==> src/rtl/vending_pkg.sv <==
// Shared coin definitions for the vending controller, balance monitor and coin dispenser.
package vending_pkg;

    typedef logic [1:0] coin_t;

    localparam coin_t NONE    = 2'd0;
    localparam coin_t NICKEL  = 2'd1;
    localparam coin_t DIME    = 2'd2;
    localparam coin_t QUARTER = 2'd3;

    // Coin worth in nickel-equivalents.
    function automatic logic [2:0] coin_value(input coin_t c);
        case (c)
            NICKEL:  return 3'd1;
            DIME:    return 3'd2;
            QUARTER: return 3'd5;
            default: return 3'd0;
        endcase
    endfunction

endpackage

==> src/rtl/coin_fifo.sv <==
// Small power-of-two FIFO for coin codes with wrapping pointers and a separate occupancy count.
module coin_fifo #(
    parameter int DEPTH = 4,
    parameter int WIDTH = 2
) (
    input  logic                     clock,
    input  logic                     reset,
    input  logic                     push,
    input  logic                     pop,
    input  logic [WIDTH-1:0]         wr_data,
    output logic [WIDTH-1:0]         rd_data,
    output logic                     full,
    output logic                     empty,
    output logic [$clog2(DEPTH):0]   count
);
    localparam int AW = $clog2(DEPTH);
    localparam int CW = AW + 1;

    logic [WIDTH-1:0] mem [DEPTH];
    logic [AW-1:0]    wr_ptr;
    logic [AW-1:0]    rd_ptr;
    logic             do_push;
    logic             do_pop;

    assign full    = (count == CW'(DEPTH));
    assign empty   = (count == '0);
    assign do_pop  = pop && !empty;
    // A push into a full FIFO still lands when the head leaves on the same edge.
    assign do_push = push && (!full || do_pop);
    assign rd_data = mem[rd_ptr];

    always_ff @(posedge clock) begin
        if (do_push)
            mem[wr_ptr] <= wr_data;
    end

    always_ff @(posedge clock or posedge reset) begin
        if (reset) begin
            wr_ptr <= '0;
            rd_ptr <= '0;
            count  <= '0;
        end else begin
            if (do_push)
                wr_ptr <= wr_ptr + 1'b1;
            if (do_pop)
                rd_ptr <= rd_ptr + 1'b1;
            case ({do_push, do_pop})
                2'b10:   count <= count + 1'b1;
                2'b01:   count <= count - 1'b1;
                default: count <= count;
            endcase
        end
    end

endmodule

==> src/rtl/coin_dispenser.sv <==
// Queues change-coin requests and fires the hopper one coin at a time with jam detection.
// Define COIN_DISPENSER_STATS_EN to enable the saturating n_nickel/n_dime/n_quarter counters.
module coin_dispenser
    import vending_pkg::*;
#(
    parameter int DEPTH    = 4,
    parameter int TIMEOUT  = 15,
    parameter int CNT_BITS = 4
) (
    input  logic                     clock,
    input  logic                     reset,
    input  logic [1:0]               change_in,
    input  logic                     coin_sensed,
    input  logic                     jam_clear,
    output logic                     eject_valid,
    output logic [1:0]               eject_coin,
    output logic                     busy,
    output logic                     jam,
    output logic                     overflow,
    output logic [$clog2(DEPTH):0]   pending,
    output logic [CNT_BITS-1:0]      n_nickel,
    output logic [CNT_BITS-1:0]      n_dime,
    output logic [CNT_BITS-1:0]      n_quarter
);
    localparam int TW = $clog2(TIMEOUT + 1);

    typedef enum logic [2:0] {IDLE, PULSE, WAIT, GAP, JAM} state_t;

    state_t        state;
    state_t        state_nx;
    logic [TW-1:0] timer;
    logic [TW-1:0] timer_nx;
    coin_t         coin_reg;
    coin_t         fifo_head;
    logic          push;
    logic          pop;
    logic          fifo_full;
    logic          fifo_empty;

    assign push = (change_in != NONE);

    coin_fifo #(
        .DEPTH (DEPTH),
        .WIDTH (2)
    ) u_fifo (
        .clock   (clock),
        .reset   (reset),
        .push    (push),
        .pop     (pop),
        .wr_data (change_in),
        .rd_data (fifo_head),
        .full    (fifo_full),
        .empty   (fifo_empty),
        .count   (pending)
    );

    always_comb begin
        state_nx = state;
        timer_nx = timer;
        pop      = 1'b0;
        case (state)
            IDLE: begin
                if (!fifo_empty) begin
                    pop      = 1'b1;
                    state_nx = PULSE;
                end
            end
            PULSE: begin
                timer_nx = TW'(TIMEOUT);
                state_nx = WAIT;
            end
            WAIT: begin
                // The sensor wins even on the cycle the timer runs out.
                if (coin_sensed) begin
                    state_nx = GAP;
                end else begin
                    timer_nx = timer - 1'b1;
                    if (timer == TW'(1))
                        state_nx = JAM;
                end
            end
            GAP:     state_nx = IDLE;
            JAM: begin
                if (jam_clear)
                    state_nx = PULSE;
            end
            default: state_nx = IDLE;
        endcase
    end

    always_ff @(posedge clock or posedge reset) begin
        if (reset) begin
            state <= IDLE;
            timer <= '0;
        end else begin
            state <= state_nx;
            timer <= timer_nx;
        end
    end

    // The coin register is retried after a jam, so it only changes on a pop.
    always_ff @(posedge clock) begin
        if (pop)
            coin_reg <= fifo_head;
    end

    always_ff @(posedge clock or posedge reset) begin
        if (reset)
            overflow <= 1'b0;
        else if (push && fifo_full && !pop)
            overflow <= 1'b1;
    end

    assign eject_valid = (state == PULSE);
    assign eject_coin  = eject_valid ? coin_reg : NONE;
    assign jam         = (state == JAM);
    assign busy        = (pending != '0) || (state != IDLE);

`ifdef COIN_DISPENSER_STATS_EN
    logic count_en;

    assign count_en = (state == WAIT) && coin_sensed;

    function automatic logic [CNT_BITS-1:0] sat_inc(input logic [CNT_BITS-1:0] v);
        return (v == '1) ? v : v + 1'b1;
    endfunction

    always_ff @(posedge clock or posedge reset) begin
        if (reset) begin
            n_nickel  <= '0;
            n_dime    <= '0;
            n_quarter <= '0;
        end else if (count_en) begin
            case (coin_reg)
                NICKEL:  n_nickel  <= sat_inc(n_nickel);
                DIME:    n_dime    <= sat_inc(n_dime);
                QUARTER: n_quarter <= sat_inc(n_quarter);
                default: ;
            endcase
        end
    end
`else
    assign n_nickel  = '0;
    assign n_dime    = '0;
    assign n_quarter = '0;
`endif

endmodule

==> config.mk <==
export PLATFORM = sky130hd
export DESIGN_NAME = coin_dispenser
export DESIGN_NICKNAME = d
export VERILOG_FILES = /design/src/rtl/vending_pkg.sv /design/src/rtl/coin_fifo.sv /design/src/rtl/coin_dispenser.sv
export SDC_FILE = /design/constraint.sdc
export NUM_CORES = 1
export LEC_CHECK = 0
export BUFFER_PORTS_ARGS = -buffer_cell sky130_fd_sc_hd__buf_2
export CAP_MARGIN = 20
export CORE_UTILIZATION = 24
export CTS_CLUSTER_SIZE = 28
export DETAILED_ROUTE_END_ITERATION = 6
export GPL_ROUTABILITY_DRIVEN = 0
export PLACE_DENSITY = 0.47
export SYNTH_ARGS = -nofsm -noshare
export SYNTH_HDL_FRONTEND = slang
export SYNTH_SLANG_ARGS = --single-unit
==> constraint.sdc <==
create_clock -name clock -period 4.3 [get_ports clock]
set_input_delay 1.075 -clock clock [delete_from_list [all_inputs] [get_ports clock]]
set_output_delay 1.075 -clock clock [all_outputs]
set_load 0.01 [all_outputs]
==> summary.txt <==
Yosys
  – Synthesized area: 1460 um^2
  – Flops & latches, synth: 25
  – Area leader, netlist: dfrtp_1
  – Yosys top cell area share: 0.258
  – Sequential area share after synthesis: 0.464
  – Synth warn: 0
  – Syn avg cell area: around 11 um^2
  – Distinct cells, synth: 43
  – Post-synth EDFFs: 10
  – Synth cell count leaders: dfrtp_1 (15), buf_4 (12), nor2_1 (11)
  – Synth top area cells: dfrtp_1 (26%), edfxtp_1 (21%), buf_4 (6.2%)
  – Synthesized instance count: 136
  – Top_reg_cell synth: dfrtp_1
  – Async S/R FF share, synth: 0.600
  – Most common cell in the netlist: dfrtp_1

Timing
  – Hold Slack: 0.500 ns
  – Max-slew headroom: 0.589
  – Slew Limit Fails: 0
  – Post-route minimum period: between 2 and 3 ns
  – Final setup fails: 0
  – Final period utilization: 0.641
  – Worst-Margin Slew: 0.615 ns
  – Sum Neg Setup Slack: 0 ns
  – Final WS setup: 1.54 ns
  – Fmax: ~360 MHz
  – Final hold vios: 0
  – Post-Route Skew: between 0.005 and 0.006 ns
  – RSZ-0062 raised after global routing: false

Worst hold path
  – Hold path depth: 1
  – Hold endpoint: overflow
  – Worst Hold Class: register to register
  – Hold Startpoint: overflow

Routing
  – Drt first-iter violations: 48
  – Total wire length: roughly 2700 um
  – Remaining DRCs: 0
  – Per-cell routed wire length: between 10 and 15 um
  – DR pass1 iterations: 4
  – Via count: ~1,000
  – Via density: approximately 4.4
  – Remaining antenna violation count: 0

Worst setup path
  – Max incr delay on CP: ~0.54 ns
  – CP arrival: 2.91 ns
  – Buffers & Inverters on Critical Path: 0
  – Crit-path cells: or3_4, nor2_2, nand2_1, fa_1, or3_1, and3_1, a211o_1
  – Slowest cell on the critical path: dfrtp_1
  – Worst-case reg-to-reg path depth: 7
  – Crit-path leading delay family: simple AND/OR/NAND/NOR gates
  – Reg-to-Reg Start: state[2]
  – Crit end category: register
  – Critical Path RT: 4.46 ns
  – Crit Reg-Reg Endpoint: u_fifo.count[2]
  – Critical Path Source Type: register
  – Critical path type: register to register
  – FF-to-FF setup slack: 1.54 ns
  – Worst-path maximum fanout: 14

Run
  – Number of max-cap violations: 0

Floorplan
  – Initial Util: 0.256
  – Die Wd: 79.9 um
  – Core Region: 5680 um^2
  – Die height: 79.9 um
  – I/O pin count: 27
  – Die area: 6380 um^2
  – Num rows: 27

Placement
  – Area after DPL: roughly 1600 um^2
  – Hpwl dp: between 2000 and 2500 um
  – PortBufs: 14
  – Dpl ws: roughly 1.3 ns

Layout
  – Layout cell share with drive strength beyond 1: 0.193
  – P&R area growth vs syn: 10.2%
  – Top flop regs: u_fifo.mem: 8 flops, timer: 4 flops
  – Ant diodes: 0
  – Cell area after layout: ~1600 um^2
  – Final nets: 164
  – Biggest register: u_fifo.mem
  – Final Core Density: 0.283
  – Max FFs per register: 8

Clock network
  – Cts hold-fix bufs: 0
  – Post-CTS Setup Bufs: 0
  – CTS tree: done
  – H-tree depth: 1
  – Num CTS Buffers: 3
  – Clk pin slew, worst setup/hold paths: 0.09 ns
  – Bufs on Longest Clock Path: 2
  – Post-CTS Resized: 0
  – Clk root buf: clkbuf_8
  – CTS sink count: 25
  – Clk_lat worst skew: 0.27 ns

Global route
  – Vias in the first global route: 975
  – Largest net degree at the start of global routing: 17
  – First-pass GRT wire length: 4440 um
  – Gr ovfl total: 0
  – Total GRT Usage: 0.0905
  – Initial antenna violation count: 0

Power
  – Worst VDD drop: 160 uV
  – Pwr/cell area: 654 nW/um^2
  – Leakage: between 0.6 and 0.7 nW

Run status
  – Status: completed
metal layers:
metal | vias to the layer above | share of wire | global-route usage
met3 | 6 | 0.034 | 0.0137
met1 | 469 | 0.46 | 0.107
met2 | 25 | 0.49 | 0.157
li1 | 476 | - | -
met5 | - | 0 | 0
met4 | 0 | 0.021 | 0.0482
power breakdown:
| part | leakage [nW] | internal [mW] | switching (mW) |
|---|---|---|---|
| logic | 0.387 | 0.208 | 0.247 |
| clock network | 0.0261 | 0.0678 | 0.0779 |
| registers | 0.261 | 0.347 | 0.102 |
| total | 0.674 | 0.622 | 0.427 |
final cells by class:
| class | count | area, um^2 |
|---|---|---|
| clock inverter | 1 | 8.76 |
| tap | 72 | 90.1 |
| sequential | 25 | 676 |
| fill | 600 | 4070 |
| timing repair buffer | 14 | 70.1 |
| multi-input combinational | 98 | 684 |
| inverter | 9 | 33.8 |
| clock buffer | 3 | 41.3 |
worst register-to-register path, stage by stage, from the launching register on:
cell and delay, ns:
dfrtp_1 0.54, or3_4 0.50, nor2_2 0.27, nand2_1 0.11, fa_1 0.43, or3_1 0.40, and3_1 0.19, a211o_1 0.22
logic make-up after synthesis:
group / synth area share
simple gates: 0.187
flops: 0.464
compound gates: 0.125
buf+inv: 0.0937
fa+ha+maj: 0.0653
xor+xnor: 0.0241
mux: 0.0378
other cells: 0.00258
worst max path at each step:
stage / slack [ns] / depth (start not counted) / start / endpoint
3_5_place_dp: 1.33 / 7 / change_in[1] / u_fifo.count[2]
6_report: 1.54 / 7 / state[2] / u_fifo.count[2]
4_1_cts: 1.54 / 7 / state[2] / u_fifo.count[2]
3_3_place_gp: 1.40 / 7 / change_in[1] / u_fifo.count[2]
2_1_floorplan: 1.60 / 6 / change_in[1] / u_fifo.count[2]
5_1_grt: 1.39 / 7 / state[2] / u_fifo.count[2]
layout by cell type (no fill, tap or decap), types with 2 or more instances in the layout:
| cell type | n |
|---|---|
| ha_1 | 6 |
| mux4_2 | 2 |
| dfrtp_1 | 15 |
| clkbuf_8 | 3 |
| nand2_1 | 8 |
| xnor2_1 | 3 |
| inv_1 | 9 |
| nor2_1 | 11 |
| a21oi_1 | 5 |
| nor2_4 | 2 |
| nor3_2 | 2 |
| nor2b_1 | 3 |
| o21ai_0 | 6 |
| a211o_1 | 2 |
| buf_2 | 14 |
| nor3_1 | 3 |
| conb_1 | 12 |
| a2bb2oi_1 | 2 |
| and3_1 | 2 |
| nand3_1 | 4 |
| edfxtp_1 | 10 |
| and2_1 | 6 |
through the flow:
step                power (mW)  instances
finish                    1.05        222
global placement         0.891        218
floorplan                0.795        147
detailed placement       0.913        218
CTS                       1.06        222
global route              1.14        222
(Power assumes the default switching activity.)
